$ cat src/rtl/vga_axil_pkg.sv
// Shared types and helpers for the VGA AXI-lite to native register bridge:
// response codes, FSM state encodings and the byte-to-word address mapping.
package vga_axil_pkg;

   typedef enum logic [1:0] {
      OKAY   = 2'b00,
      SLVERR = 2'b10
   } axil_resp_t;

   typedef enum logic [2:0] {
      W_IDLE,
      W_GOT_ADDR,
      W_GOT_DATA,
      W_ISSUE,
      W_RESP
   } w_state_t;

   typedef enum logic [1:0] {
      R_IDLE,
      R_ISSUE,
      R_WAIT,
      R_RESP
   } r_state_t;

   // Untruncated word address; callers cut it down to the native width.
   function automatic logic [63:0] axil2native_addr(input logic [63:0] addr, input int unsigned data_w);
      return addr >> $clog2(data_w / 8);
   endfunction

endpackage

$ cat src/rtl/vga_axil_if.sv
// AXI-lite bundle between the interconnect and the VGA bridge. The clk/arst_n
// ports belong to the bus side; the bridge runs on its own clk/rst.
interface vga_axil_if #(
   parameter int ADDR_W = 32,
   parameter int DATA_W = 32
) (
   input logic clk,
   input logic arst_n
);
   logic [ADDR_W-1:0]   awaddr;
   logic                awvalid;
   logic                awready;
   logic [DATA_W-1:0]   wdata;
   logic [DATA_W/8-1:0] wstrb;
   logic                wvalid;
   logic                wready;
   logic [1:0]          bresp;
   logic                bvalid;
   logic                bready;
   logic [ADDR_W-1:0]   araddr;
   logic                arvalid;
   logic                arready;
   logic [DATA_W-1:0]   rdata;
   logic [1:0]          rresp;
   logic                rvalid;
   logic                rready;

   modport slave (
      input  awaddr, awvalid, wdata, wstrb, wvalid, bready, araddr, arvalid, rready,
      output awready, wready, bresp, bvalid, arready, rdata, rresp, rvalid
   );

   modport master (
      input  clk, arst_n,
      output awaddr, awvalid, wdata, wstrb, wvalid, bready, araddr, arvalid, rready,
      input  awready, wready, bresp, bvalid, arready, rdata, rresp, rvalid
   );
endinterface

$ cat src/rtl/vga_axil_rd_delay.sv
// Delays the native read strobe by LATENCY cycles; the output marks the cycle
// in which rd_data_i is valid and must be sampled.
module vga_axil_rd_delay #(
   parameter int LATENCY = 1
) (
   input  logic clk,
   input  logic rst,
   input  logic strobe_in,
   output logic strobe_out
);
   logic [LATENCY-1:0] pipe;

   always_ff @(posedge clk) begin
      if (rst) begin
         pipe <= '0;
      end else begin
         pipe[0] <= strobe_in;
         for (int i = 1; i < LATENCY; i++) pipe[i] <= pipe[i-1];
      end
   end

   assign strobe_out = pipe[LATENCY-1];
endmodule

$ cat src/rtl/vga_axil_slave_native.sv
// AXI-lite slave to native register/RAM port bridge with independent write and
// read FSMs. Optional decode errors: define VGA_AXIL_DECERR_EN.
//
// state      | meaning
// W_IDLE     | waiting for AW and/or W
// W_GOT_ADDR | AW captured, waiting for W
// W_GOT_DATA | W captured, waiting for AW
// W_ISSUE    | native write pulse (suppressed on decode error)
// W_RESP     | bvalid held until bready
// R_IDLE     | waiting for AR
// R_ISSUE    | native read pulse (suppressed on decode error)
// R_WAIT     | waiting READ_LATENCY cycles for rd_data_i
// R_RESP     | rvalid held until rready
module vga_axil_slave_native
   import vga_axil_pkg::*;
#(
   parameter int DATA_W        = 32,
   parameter int ADDR_W        = 32,
   parameter int NATIVE_ADDR_W = 8,
   parameter int NUM_WORDS     = 256,
   parameter int READ_LATENCY  = 1
) (
   input  logic                     clk,
   input  logic                     rst,
   vga_axil_if.slave                axil_if,
   output logic                     wr_en_o,
   output logic [NATIVE_ADDR_W-1:0] wr_addr_o,
   output logic [DATA_W-1:0]        wr_data_o,
   output logic [DATA_W/8-1:0]      wr_strb_o,
   output logic                     rd_en_o,
   output logic [NATIVE_ADDR_W-1:0] rd_addr_o,
   input  logic [DATA_W-1:0]        rd_data_i
);
   w_state_t   w_state, w_next;
   r_state_t   r_state, r_next;
   logic       awready_q, wready_q, bvalid_q, arready_q, rvalid_q;
   logic       awready_d, wready_d, bvalid_d, arready_d, rvalid_d, wr_en_d, rd_en_d;
   axil_resp_t bresp_q, bresp_d, rresp_q, rresp_d;
   logic [DATA_W-1:0] rdata_q, rdata_d;
   logic       aw_hs, w_hs, b_hs, ar_hs, r_hs;
   logic       aw_err_now, ar_err_now, aw_err_q, ar_err_q, aw_err_eff;
   logic       rd_sample;
   logic [NATIVE_ADDR_W-1:0] aw_word_now, ar_word_now;

   assign aw_hs = axil_if.awvalid & awready_q;
   assign w_hs  = axil_if.wvalid  & wready_q;
   assign b_hs  = axil_if.bready  & bvalid_q;
   assign ar_hs = axil_if.arvalid & arready_q;
   assign r_hs  = axil_if.rready  & rvalid_q;

   assign aw_word_now = NATIVE_ADDR_W'(axil2native_addr(64'(axil_if.awaddr), DATA_W));
   assign ar_word_now = NATIVE_ADDR_W'(axil2native_addr(64'(axil_if.araddr), DATA_W));

`ifdef VGA_AXIL_DECERR_EN
   assign aw_err_now = axil2native_addr(64'(axil_if.awaddr), DATA_W) >= 64'(NUM_WORDS);
   assign ar_err_now = axil2native_addr(64'(axil_if.araddr), DATA_W) >= 64'(NUM_WORDS);
`else
   assign aw_err_now = 1'b0;
   assign ar_err_now = 1'b0;
`endif

   assign aw_err_eff = aw_hs ? aw_err_now : aw_err_q;

   vga_axil_rd_delay #(.LATENCY(READ_LATENCY)) u_rd_delay (
      .clk        (clk),
      .rst        (rst),
      .strobe_in  (rd_en_o),
      .strobe_out (rd_sample)
   );

   always_ff @(posedge clk) begin
      if (rst) begin
         w_state   <= W_IDLE;
         r_state   <= R_IDLE;
         awready_q <= 1'b0;
         wready_q  <= 1'b0;
         bvalid_q  <= 1'b0;
         arready_q <= 1'b0;
         rvalid_q  <= 1'b0;
         bresp_q   <= OKAY;
         rresp_q   <= OKAY;
         rdata_q   <= '0;
         wr_en_o   <= 1'b0;
         rd_en_o   <= 1'b0;
         wr_addr_o <= '0;
         wr_data_o <= '0;
         wr_strb_o <= '0;
         rd_addr_o <= '0;
         aw_err_q  <= 1'b0;
         ar_err_q  <= 1'b0;
      end else begin
         w_state   <= w_next;
         r_state   <= r_next;
         awready_q <= awready_d;
         wready_q  <= wready_d;
         bvalid_q  <= bvalid_d;
         arready_q <= arready_d;
         rvalid_q  <= rvalid_d;
         bresp_q   <= bresp_d;
         rresp_q   <= rresp_d;
         rdata_q   <= rdata_d;
         wr_en_o   <= wr_en_d;
         rd_en_o   <= rd_en_d;
         if (aw_hs) begin
            wr_addr_o <= aw_word_now;
            aw_err_q  <= aw_err_now;
         end
         if (w_hs) begin
            wr_data_o <= axil_if.wdata;
            wr_strb_o <= axil_if.wstrb;
         end
         if (ar_hs) begin
            rd_addr_o <= ar_word_now;
            ar_err_q  <= ar_err_now;
         end
      end
   end

   always_comb begin
      w_next = w_state;
      unique case (w_state)
         W_IDLE: begin
            if (aw_hs && w_hs) w_next = W_ISSUE;
            else if (aw_hs)    w_next = W_GOT_ADDR;
            else if (w_hs)     w_next = W_GOT_DATA;
         end
         W_GOT_ADDR: if (w_hs)  w_next = W_ISSUE;
         W_GOT_DATA: if (aw_hs) w_next = W_ISSUE;
         W_ISSUE:               w_next = W_RESP;
         W_RESP:     if (b_hs)  w_next = W_IDLE;
         default:               w_next = W_IDLE;
      endcase
   end

   always_comb begin
      r_next = r_state;
      unique case (r_state)
         R_IDLE:  if (ar_hs)     r_next = R_ISSUE;
         R_ISSUE:                r_next = ar_err_q ? R_RESP : R_WAIT;
         R_WAIT:  if (rd_sample) r_next = R_RESP;
         R_RESP:  if (r_hs)      r_next = R_IDLE;
         default:                r_next = R_IDLE;
      endcase
   end

   // Outputs are computed from the next state and registered above.
   always_comb begin
      awready_d = (w_next == W_IDLE) || (w_next == W_GOT_DATA);
      wready_d  = (w_next == W_IDLE) || (w_next == W_GOT_ADDR);
      bvalid_d  = (w_next == W_RESP);
      wr_en_d   = (w_next == W_ISSUE) && !aw_err_eff;
      bresp_d   = bresp_q;
      if (w_state == W_ISSUE) bresp_d = aw_err_q ? SLVERR : OKAY;

      arready_d = (r_next == R_IDLE);
      rvalid_d  = (r_next == R_RESP);
      rd_en_d   = (r_state == R_IDLE) && ar_hs && !ar_err_now;
      rdata_d   = rdata_q;
      rresp_d   = rresp_q;
      if (r_state == R_WAIT && rd_sample) begin
         rdata_d = rd_data_i;
         rresp_d = OKAY;
      end else if (r_state == R_ISSUE && ar_err_q) begin
         rdata_d = '0;
         rresp_d = SLVERR;
      end
   end

   assign axil_if.awready = awready_q;
   assign axil_if.wready  = wready_q;
   assign axil_if.bvalid  = bvalid_q;
   assign axil_if.bresp   = bresp_q;
   assign axil_if.arready = arready_q;
   assign axil_if.rvalid  = rvalid_q;
   assign axil_if.rresp   = rresp_q;
   assign axil_if.rdata   = rdata_q;
endmodule
$ cat src/flat_wrapper.sv
// flat-port wrapper written by rule: the top's interface ports become plain ports
module vga_axil_slave_native_flat import vga_axil_pkg::*;
#(
   parameter int DATA_W        = 32,
   parameter int ADDR_W        = 32,
   parameter int NATIVE_ADDR_W = 8,
   parameter int NUM_WORDS     = 256,
   parameter int READ_LATENCY  = 1
)
  (clk, rst, wr_en_o, wr_addr_o, wr_data_o, wr_strb_o, rd_en_o, rd_addr_o, rd_data_i, arst_n, axil_if_awaddr, axil_if_awvalid, axil_if_wdata, axil_if_wstrb, axil_if_wvalid, axil_if_bready, axil_if_araddr, axil_if_arvalid, axil_if_rready, axil_if_awready, axil_if_wready, axil_if_bresp, axil_if_bvalid, axil_if_arready, axil_if_rdata, axil_if_rresp, axil_if_rvalid);
  vga_axil_if #(.ADDR_W(ADDR_W), .DATA_W(DATA_W)) axil_if_i (.clk(clk), .arst_n(arst_n));
  input  logic clk;
  input  logic rst;
  output logic wr_en_o;
  output logic [NATIVE_ADDR_W-1:0] wr_addr_o;
  output logic [DATA_W-1:0] wr_data_o;
  output logic [DATA_W/8-1:0] wr_strb_o;
  output logic rd_en_o;
  output logic [NATIVE_ADDR_W-1:0] rd_addr_o;
  input  logic [DATA_W-1:0] rd_data_i;
  input wire logic arst_n;
  input wire logic [$bits(axil_if_i.awaddr)-1:0] axil_if_awaddr;
  input wire logic [$bits(axil_if_i.awvalid)-1:0] axil_if_awvalid;
  input wire logic [$bits(axil_if_i.wdata)-1:0] axil_if_wdata;
  input wire logic [$bits(axil_if_i.wstrb)-1:0] axil_if_wstrb;
  input wire logic [$bits(axil_if_i.wvalid)-1:0] axil_if_wvalid;
  input wire logic [$bits(axil_if_i.bready)-1:0] axil_if_bready;
  input wire logic [$bits(axil_if_i.araddr)-1:0] axil_if_araddr;
  input wire logic [$bits(axil_if_i.arvalid)-1:0] axil_if_arvalid;
  input wire logic [$bits(axil_if_i.rready)-1:0] axil_if_rready;
  output wire logic [$bits(axil_if_i.awready)-1:0] axil_if_awready;
  output wire logic [$bits(axil_if_i.wready)-1:0] axil_if_wready;
  output wire logic [$bits(axil_if_i.bresp)-1:0] axil_if_bresp;
  output wire logic [$bits(axil_if_i.bvalid)-1:0] axil_if_bvalid;
  output wire logic [$bits(axil_if_i.arready)-1:0] axil_if_arready;
  output wire logic [$bits(axil_if_i.rdata)-1:0] axil_if_rdata;
  output wire logic [$bits(axil_if_i.rresp)-1:0] axil_if_rresp;
  output wire logic [$bits(axil_if_i.rvalid)-1:0] axil_if_rvalid;
  assign axil_if_i.awaddr = axil_if_awaddr;
  assign axil_if_i.awvalid = axil_if_awvalid;
  assign axil_if_i.wdata = axil_if_wdata;
  assign axil_if_i.wstrb = axil_if_wstrb;
  assign axil_if_i.wvalid = axil_if_wvalid;
  assign axil_if_i.bready = axil_if_bready;
  assign axil_if_i.araddr = axil_if_araddr;
  assign axil_if_i.arvalid = axil_if_arvalid;
  assign axil_if_i.rready = axil_if_rready;
  assign axil_if_awready = axil_if_i.awready;
  assign axil_if_wready = axil_if_i.wready;
  assign axil_if_bresp = axil_if_i.bresp;
  assign axil_if_bvalid = axil_if_i.bvalid;
  assign axil_if_arready = axil_if_i.arready;
  assign axil_if_rdata = axil_if_i.rdata;
  assign axil_if_rresp = axil_if_i.rresp;
  assign axil_if_rvalid = axil_if_i.rvalid;
  vga_axil_slave_native #(.DATA_W(DATA_W), .ADDR_W(ADDR_W), .NATIVE_ADDR_W(NATIVE_ADDR_W), .NUM_WORDS(NUM_WORDS), .READ_LATENCY(READ_LATENCY)) u_core (.clk(clk), .rst(rst), .axil_if(axil_if_i), .wr_en_o(wr_en_o), .wr_addr_o(wr_addr_o), .wr_data_o(wr_data_o), .wr_strb_o(wr_strb_o), .rd_en_o(rd_en_o), .rd_addr_o(rd_addr_o), .rd_data_i(rd_data_i));
endmodule
$ cat config.mk
export PLATFORM = sky130hd
export DESIGN_NAME = vga_axil_slave_native_flat
export DESIGN_NICKNAME = d
export VERILOG_FILES = /design/src/rtl/vga_axil_pkg.sv /design/src/rtl/vga_axil_if.sv /design/src/rtl/vga_axil_rd_delay.sv /design/src/rtl/vga_axil_slave_native.sv /design/src/flat_wrapper.sv
export SDC_FILE = /design/constraint.sdc
export NUM_CORES = 1
export LEC_CHECK = 0
export CORE_ASPECT_RATIO = 1.4
export CORE_MARGIN = 8
export CORE_UTILIZATION = 38
export CTS_CLUSTER_DIAMETER = 120
export CTS_CLUSTER_SIZE = 12
export DETAILED_ROUTE_END_ITERATION = 8
export GPL_ROUTABILITY_DRIVEN = 0
export GPL_TIMING_DRIVEN = 0
export PLACE_DENSITY_LB_ADDON = 0.08
export SYNTH_ARGS = -nofsm -noshare
export SYNTH_HDL_FRONTEND = slang
export SYNTH_HIERARCHICAL = 1
export SYNTH_SLANG_ARGS = --single-unit
$ cat constraint.sdc
create_clock -name clk -period 2.2 [get_ports clk]
set_input_delay 0.44 -clock clk [delete_from_list [all_inputs] [get_ports clk]]
set_output_delay 0.44 -clock clk [all_outputs]
set_load 0.005 [all_outputs]
==> results.ini, run 1 <==
[status]
status=finished clean

[setup_path]
reg2reg_from=u_core/axil_if.awready
critPathSlowestCell=clkdlybuf4s50_1
end_kind=flop
start_kind=primary input
reg2reg_to=u_core/axil_if.awready
crit_buf_inv=4
worstPathMaxFanout=10
arrival_ns=1.88
critical-path-top-delay-family=buffers and inverters
regToRegSetupSlack_ns=1.00
worstSetupPathType=primary input to flop
max_stage_delay_ns=0.52
reg2regPathDepth=3
crit_path_start=rst
required_ns=2.40
cp_cell_sequence=clkdlybuf4s50_1 > buf_2 > buf_4 > clkbuf_1 > a21oi_1

[synth]
synthFlopType=dfxtp_1
synth-edff-count=0
synth_area_um2=3500
syn_inst=424
synth_area_per_cell_um2=8.27
synthDominantCellAreaShare=0.566
yosys_warnings=6
yosys-top-cells-area=dfxtp_1 57%, nand2_1 19%, a21oi_1 11%
ys_seq_area_frac=0.566
synth_top_area_cell=dfxtp_1
synth-seq-cells=99
ys_types=28
ys_async_sr_fraction=0

[sta]
fin_crit_sh=0.764
drv_slew=0
finalClockSkew_ns=0.00391
layout_min_cycle_time_ns=1.68
fmax_mhz=595
tightestPinTransition_ns=0.560
slew_headroom=0.627
rsz0062_at_grt=no
tns_ns=0
setup_violations=0
hold_violations=0

[worst_hold_path]
hold_path.class=flop to flop
min_to=u_core/axil_if.rdata[19]
min_path_cells=2
min_from=u_core/axil_if.rdata[19]

[finish]
area_growth_pct=65.8
diodes=0
layout.nets=759
drive_above_1_share=0.0801

[clock_tree]
clk_pin_slew_worst_paths_ns=0.06
clock_path_buffers=2
hold_buffers=0
post-cts-setup-buffers=0
htree_num_levels=3
cts_buffers=9
clk_latency_ns=0.33
cts_tree=done
postCtsResizedCells=0
cts.sinks=99
cts-root-buf=clkbuf_16

[route]
routed_wirelength_um=10600
drc=0
drt_iter0_markers=94
post_drt_wl_per_cell_um=14.5
ant_nets=0
num_vias=3407
viasPerCell=4.66
drt_first_pass_iters=4

[floorplanning]
coreArea_um2=8980
die_w_um=97.2
initial_utilization=0.390
rows=41
die_y_um=130
dieArea_um2=12600
pin_count=235

[global_routing]
grt_max_degree=16
antenna_found_initial=0
grt-ovfl-total=0
track_usage=0.164
grt_pass1_vias=3412
grt_pass1_wl_um=16800

[placed_design]
dpl.hpwl_um=8210
io_buffers=182

[pwr]
total_power_mw=4.16
ir_worst_vdd_uv=496
leakage_nw=2.07
intPower_mw=3.31
switchingPower_uw=856
switching_share=0.206
cellPowerDensity_nw_per_um2=716
pwr-share-seq=0.456
pwr-share-comb=0.120
pwr-share-clk=0.424

[job]
timing.max_cap.violations=0

cell usage in the layout (no fill, tap or decap), types with 2 or more instances in the layout:
cell / count
buf_4: 5
bufinv_16: 3
clkdlybuf4s50_1: 182
nand3b_1: 2
dfxtp_1: 99
a21oi_2: 5
buf_2: 16
and3b_1: 2
clkinv_2: 2
o21a_1: 2
conb_1: 3
clkbuf_16: 9
a21oi_1: 80
nor3_1: 2
nor2_1: 8
a211oi_1: 2
and2_1: 3
mux2_2: 2
buf_6: 4
clkbuf_1: 8
nand2_1: 173
power groups by stage:
stage                     combinational (mW)  sequential (mW)  clock, mW
final                                  0.498             1.90       1.77
after global routing                   0.543             1.91       1.88
after CTS                              0.504             1.90       1.82
after detailed placement               0.501             1.94          0
after global placement                 0.494             1.93          0
after floorplan                        0.165             1.94          0
area by class of cell:
type / count / area [um^2]
multi-input cells: 295 / 1340
fillers: 771 / 3170
clock inverters: 5 / 100
clock buffers: 11 / 243
flip-flops and latches: 99 / 1980
repair buffers: 182 / 1820
well taps: 107 / 134
plain buffers: 32 / 189
through the flow:
stage / hold WS, ns / utilization / std cells / setup slack [ns] / area, um^2
final: 0.452 / 0.647 / 731 / 0.519 / 5810
after global routing: 0.468 / 0.647 / 731 / 0.407 / 5810
after CTS: 0.454 / 0.647 / 731 / 0.493 / 5810
after detailed placement: 0.445 / 0.609 / 715 / 0.132 / 5470
after global placement: 0.441 / 0.609 / 715 / 0.171 / 5470
after floorplan: 0.451 / - / 426 / 1.00 / 3510
cells in the mapped netlist (2+ instances only):
master / count
clkbuf_1: 7
mux2_2: 2
buf_2: 16
nor2_1: 8
a21oi_1: 80
and2_1: 3
nand3b_1: 2
nand2_1: 173
buf_4: 5
o21a_1: 2
and3b_1: 2
nor3_1: 2
dfxtp_1: 99
a21oi_2: 5
a211oi_1: 2
buf_6: 4
worst reg2reg max path, stage by stage (launching register included):
cell     delay (ns)
dfxtp_1        0.36
nand2_1        0.22
mux2_2         0.35
o21a_1         0.17
flip-flops by register name (all words and copies together) (netlist names):
| name | count |
|---|---|
| u_core/aw_err_q | 1 |
| u_core/rd_en_o | 1 |
| u_core/wr_strb_o | 4 |
| u_core/wr_en_o | 1 |
| u_core/r_state | 2 |
| u_core/wr_data_o | 32 |
| u_core/rd_addr_o | 8 |
| u_core/axil_if.wready | 1 |
| u_core/axil_if.arready | 1 |
| u_core/axil_if.bresp | 1 |
| u_core/w_state | 3 |
| u_core/axil_if.bvalid | 1 |
| u_core/axil_if.awready | 1 |
| u_core/axil_if.rdata | 32 |
| u_core/wr_addr_o | 8 |
| u_core/u_rd_delay/strobe_out | 1 |
| u_core/axil_if.rvalid | 1 |
worst max path at each step:
| stage | cells past startpoint | to | slack, ns |
|---|---|---|---|
| floorplan | 4 | u_core/axil_if.rdata[10] | 1.00 |
| global placement | 5 | u_core/axil_if.rdata[24] | 0.17 |
| detailed placement | 5 | u_core/axil_if.rdata[22] | 0.13 |
| CTS | 5 | u_core/axil_if.rdata[22] | 0.49 |
| global route | 5 | u_core/axil_if.rdata[8] | 0.41 |
| finish | 5 | u_core/axil_if.rdata[25] | 0.52 |
cells by family after synthesis:
kind of cell           after synthesis  synth area share
other                                1           0.00107
AOI/OAI and AO/OA                   94             0.147
and+or+nand+nor                    195             0.223
muxes                                3           0.00928
buffers and inverters               32            0.0539
DFF                                 99             0.566
per-layer routing:
metal / global-route usage / part of all wire
met1: 0.168 / 0.39
met4: 0.0663 / 0.014
met2: 0.292 / 0.52
met5: 0 / 0
met3: 0.0687 / 0.083
Note: power is estimated with default switching activity, not from simulation.
==> inputs of run 2 (changes only) <==
- CORE_UTILIZATION: 38 -> 32
- clock period: 2.2 -> 1.5 ns (I/O delays scaled with it)
==> results.ini, run 2 (synthesis gave the netlist of run 1 again) <==
[status]
status=finished clean

[sta]
slew_headroom=0.660
worst_hold_slack_ns=0.449
fmax_mhz=686
drv_slew=0
finalClockSkew_ns=0.00553
fin_crit_sh=0.971
layout_min_cycle_time_ns=1.46
worst_slack_ns=0.0430
hold_violations=0
tns_ns=0
tightestPinTransition_ns=0.510
rsz0062_at_grt=yes
setup_violations=0

[pwr]
leakage_nw=2.85
cellPowerDensity_nw_per_um2=957
pwr-share-comb=0.124
intPower_mw=4.26
pwr-share-clk=0.374
switching_share=0.231
total_power_mw=5.54
switchingPower_mw=1.28
pwr-share-seq=0.501
ir_worst_vdd_uv=530

[setup_path]
end_kind=output pin
arrival_ns=1.16
worstPathMaxFanout=2
critical-path-top-delay-family=buffers and inverters
required_ns=1.20
crit_buf_inv=1
max_stage_delay_ns=0.49
critPathSlowestCell=clkdlybuf4s50_1
cp_cell_sequence=clkdlybuf4s50_1
start_kind=flop
worstSetupPathType=flop to output pin

[global_routing]
grt_pass1_vias=3285
grt_max_degree=20
antenna_found_initial=0
track_usage=0.145
grt_pass1_wl_um=17100
grt-ovfl-total=0

[clock_tree]
clk_latency_ns=0.34
cts_tree=done
cts_buffers=9
cts-root-buf=clkbuf_16
clk_pin_slew_worst_paths_ns=0.06
clock_path_buffers=2
htree_num_levels=3
cts.sinks=99

[finish]
diodes=0
drive_above_1_share=0.0835
fin_area_um2=5790
n_fill_cell=1042
layout.cells.non_filler=764
mostFrequentLayoutCells=173 x nand2_1, 97 x dfxtp_1, 92 x clkdlybuf4s50_1, 80 x a21oi_1, 59 x dlygate4sd2_1
seqCellArea_um2=1980
area_growth_pct=65.2
layout.nets=758
layout_commonest_cell=nand2_1
utilization=0.538
multi_input_area_um2=1340

[floorplanning]
initial_utilization=0.326
dieArea_um2=14600
die_y_um=140
coreArea_um2=10800
die_w_um=104
rows=45
pin_count=235

[placed_design]
io_buffers=182
place_area_um2=5510
dpl.hpwl_um=8390
dp_slack_ns=-0.438
dp_cells=749

[route]
post_drt_wl_per_cell_um=14.2
drc=0
ant_nets=0
drt_iter0_markers=71
drt_first_pass_iters=4
viasPerCell=4.41
routed_wirelength_um=10800
num_vias=3373

[job]
timing.max_cap.violations=0

[worst_hold_path]
hold_path.class=flop to flop

[run 2: final timing paths]
path,from,endpoint,slack [ns],cells after the start
max,u_core/axil_if.rdata[30],axil_if_rdata[30],0.04,1
min,u_core/wr_data_o[13],u_core/wr_data_o[13],0.45,2
max reg2reg,u_core/r_state[0],u_core/axil_if.rdata[11],0.33,4
min reg2reg,u_core/wr_data_o[13],u_core/wr_data_o[13],0.45,2
[run 2: worst reg2reg max path, delay by kind of cell, from the launching register on]
kind / cells / cell delay [ns]
buffers and inverters: 1 / 0.27
DFF: 1 / 0.38
AOI/OAI and AO/OA: 1 / 0.14
and+or+nand+nor: 2 / 0.31
[run 2: final cells by class]
cell class,instances,share of cell area
sequential,99,0.343
timing repair buffer,182,0.315
multi-input combinational,295,0.232
clock buffer,12,0.0408
buffer,31,0.0344
tap,141,0.0305
clock inverter,4,0.00475
[run 2: routing by layer]
metal | share of wire | wire, um | global-route usage
met1 | 0.40 | 4340 | 0.157
met2 | 0.50 | 5410 | 0.244
met3 | 0.083 | 897 | 0.0541
met4 | 0.017 | 188 | 0.0719
met5 | 0 | 0 | 0
[run 2: what timing repair did]
action	CTS	global route
endpoints found under the setup margin	79	64
resized for setup	60	40
hold buffers	0	0
pin swaps	0	0
setup buffers	0	0
[run 2: power by group through the flow]
stage	Sequential (mW)	Clock (mW)	Combinational [mW]
3_5_place_dp	2.84	0	0.740
3_3_place_gp	2.84	0	0.734
6_report	2.78	2.07	0.689
5_1_grt	2.79	2.29	0.752
2_1_floorplan	2.85	0	0.242
4_1_cts	2.78	2.17	0.708
==> inputs of run 3 (changes only) <==
- CELL_PAD_IN_SITES_DETAIL_PLACEMENT: not set -> 0
- CELL_PAD_IN_SITES_GLOBAL_PLACEMENT: not set -> 2
- CORE_MARGIN: 8 -> 5
- CORE_UTILIZATION: 32 -> 16
- HOLD_SLACK_MARGIN: not set -> 0.12
==> results.ini, run 3 (synthesis gave the netlist of run 1 again) <==
[sta]
fmax_mhz=719
drv_slew=0
hold_violations=0
layout_min_cycle_time_ns=1.39
tightestPinTransition_ns=0.507
fin_crit_sh=0.927
slew_headroom=0.662
rsz0062_at_grt=no
tns_ns=0
setup_violations=0
finalClockSkew_ns=0.00562

[finish]
area_growth_pct=68.5
layout_commonest_cell=nand2_1
drive_above_1_share=0.0946
mostFrequentLayoutCells=173 x nand2_1, 93 x dfxtp_1, 91 x dlygate4sd2_1, 90 x clkdlybuf4s50_1, 80 x a21oi_1
n_fill_cell=2400
layout.nets=759
multi_input_area_um2=1340
seqCellArea_um2=1990
diodes=0
layout.cells.non_filler=921

[clock_tree]
cts_tree=done
clock_path_buffers=2
clk_latency_ns=0.35
cts-root-buf=clkbuf_16
htree_num_levels=3
cts_buffers=9
clk_pin_slew_worst_paths_ns=0.07
post-cts-setup-buffers=0
cts.sinks=99

[job]
timing.max_cap.violations=0

[setup_path]
start_kind=primary input
worstSetupPathType=primary input to flop
critPathCapture=u_core/axil_if.rdata[10]
arrival_ns=1.62
reg2regPathDepth=3
required_ns=1.73
regToRegSetupSlack_ns=0.26
crit_path_start=rst
reg2reg_from=u_core/axil_if.awready
worstPathMaxFanout=10
end_kind=flop
reg2reg_to=u_core/axil_if.awready

[global_routing]
grt-ovfl-total=0
grt_pass1_wl_um=19700
grt_max_degree=15
track_usage=0.103
antenna_found_initial=1
grt_pass1_vias=3601

[route]
drt_iter0_markers=120
viasPerCell=3.72
routed_wirelength_um=12900
ant_nets=0
post_drt_wl_per_cell_um=14.0
num_vias=3425
drt_first_pass_iters=4
drc=0

[placed_design]
dp_cells=905
io_buffers=182
dpl.hpwl_um=9770

[pwr]
leakage_nw=2.49
cellPowerDensity_nw_per_um2=985
ir_worst_vdd_uv=478

[status]
status=finished clean

[worst_hold_path]
hold_path.class=flop to flop

[floorplanning]
die_y_um=185
pin_count=235
coreArea_um2=21700
dieArea_um2=25000
rows=64
initial_utilization=0.161
die_w_um=135

==> run 3: worst min path at each step <==
stage                                  from                      endpoint  slack (ns)  cells after the start
detailed placement      u_core/wr_data_o[2]           u_core/wr_data_o[2]        0.45                      2
global placement    u_core/axil_if.rdata[8]       u_core/axil_if.rdata[8]        0.44                      2
floorplan                               rst  u_core/u_rd_delay/strobe_out        0.36                      1
global route           u_core/wr_data_o[14]          u_core/wr_data_o[14]        0.47                      2
CTS                     u_core/rd_addr_o[4]           u_core/rd_addr_o[4]        0.45                      2
finish                  u_core/rd_addr_o[4]           u_core/rd_addr_o[4]        0.45                      2
==> run 3: cell type report <==
type / count / area share
well taps: 297 / 0.0629
clock buffers: 15 / 0.0487
plain buffers: 32 / 0.0341
repair buffers: 182 / 0.290
clock inverters: 1 / 0.000847
multi-input cells: 295 / 0.227
flip-flops and latches: 99 / 0.337
==> run 3: timing repair <==
| action | CTS | global route |
|---|---|---|
| endpoints found under the setup margin | 129 | 19 |
| hold buffers | 0 | 0 |
| gates resized for setup | 101 | 6 |
==> run 3: per-stage QoR <==
step | hold WS, ns | total power, mW | area [um^2] | utilization | worst slack (ns)
finish | 0.450 | 5.82 | 5910 | 0.272 | 0.110
global route | 0.473 | 6.15 | 5910 | 0.272 | 0.00531
CTS | 0.454 | 5.99 | 5900 | 0.272 | 0.000198
detailed placement | 0.447 | 3.61 | 5710 | 0.263 | -0.577
global placement | 0.443 | 3.61 | 5710 | 0.263 | -0.557
floorplan | 0.364 | 3.09 | 3510 | - | 0.436
==> run 3: where the power goes <==
part           total (mW)  switching (mW)  internal (mW)  leakage (nW)
logic               0.692           0.295          0.397          1.54
clock network        2.34            1.03           1.31         0.146
registers            2.78          0.0544           2.73         0.807
total                5.82            1.38           4.43          2.49
==> run 3: critical path: stages <==
cell             delay, ns
clkdlybuf4s50_1       0.53
buf_2                 0.23
buf_4                 0.23
buf_2                 0.26
a21oi_1               0.07
==> run 3: routing by layer <==
metal / GRT usage / vias up / part of all wire / routed length (um)
met3: 0.0443 / 18 / 0.091 / 1170
li1: - / 1752 / - / -
met1: 0.116 / 1535 / 0.41 / 5270
met2: 0.167 / 118 / 0.48 / 6140
met4: 0.0472 / 2 / 0.023 / 293
met5: 0 / - / 0.0010 / 13
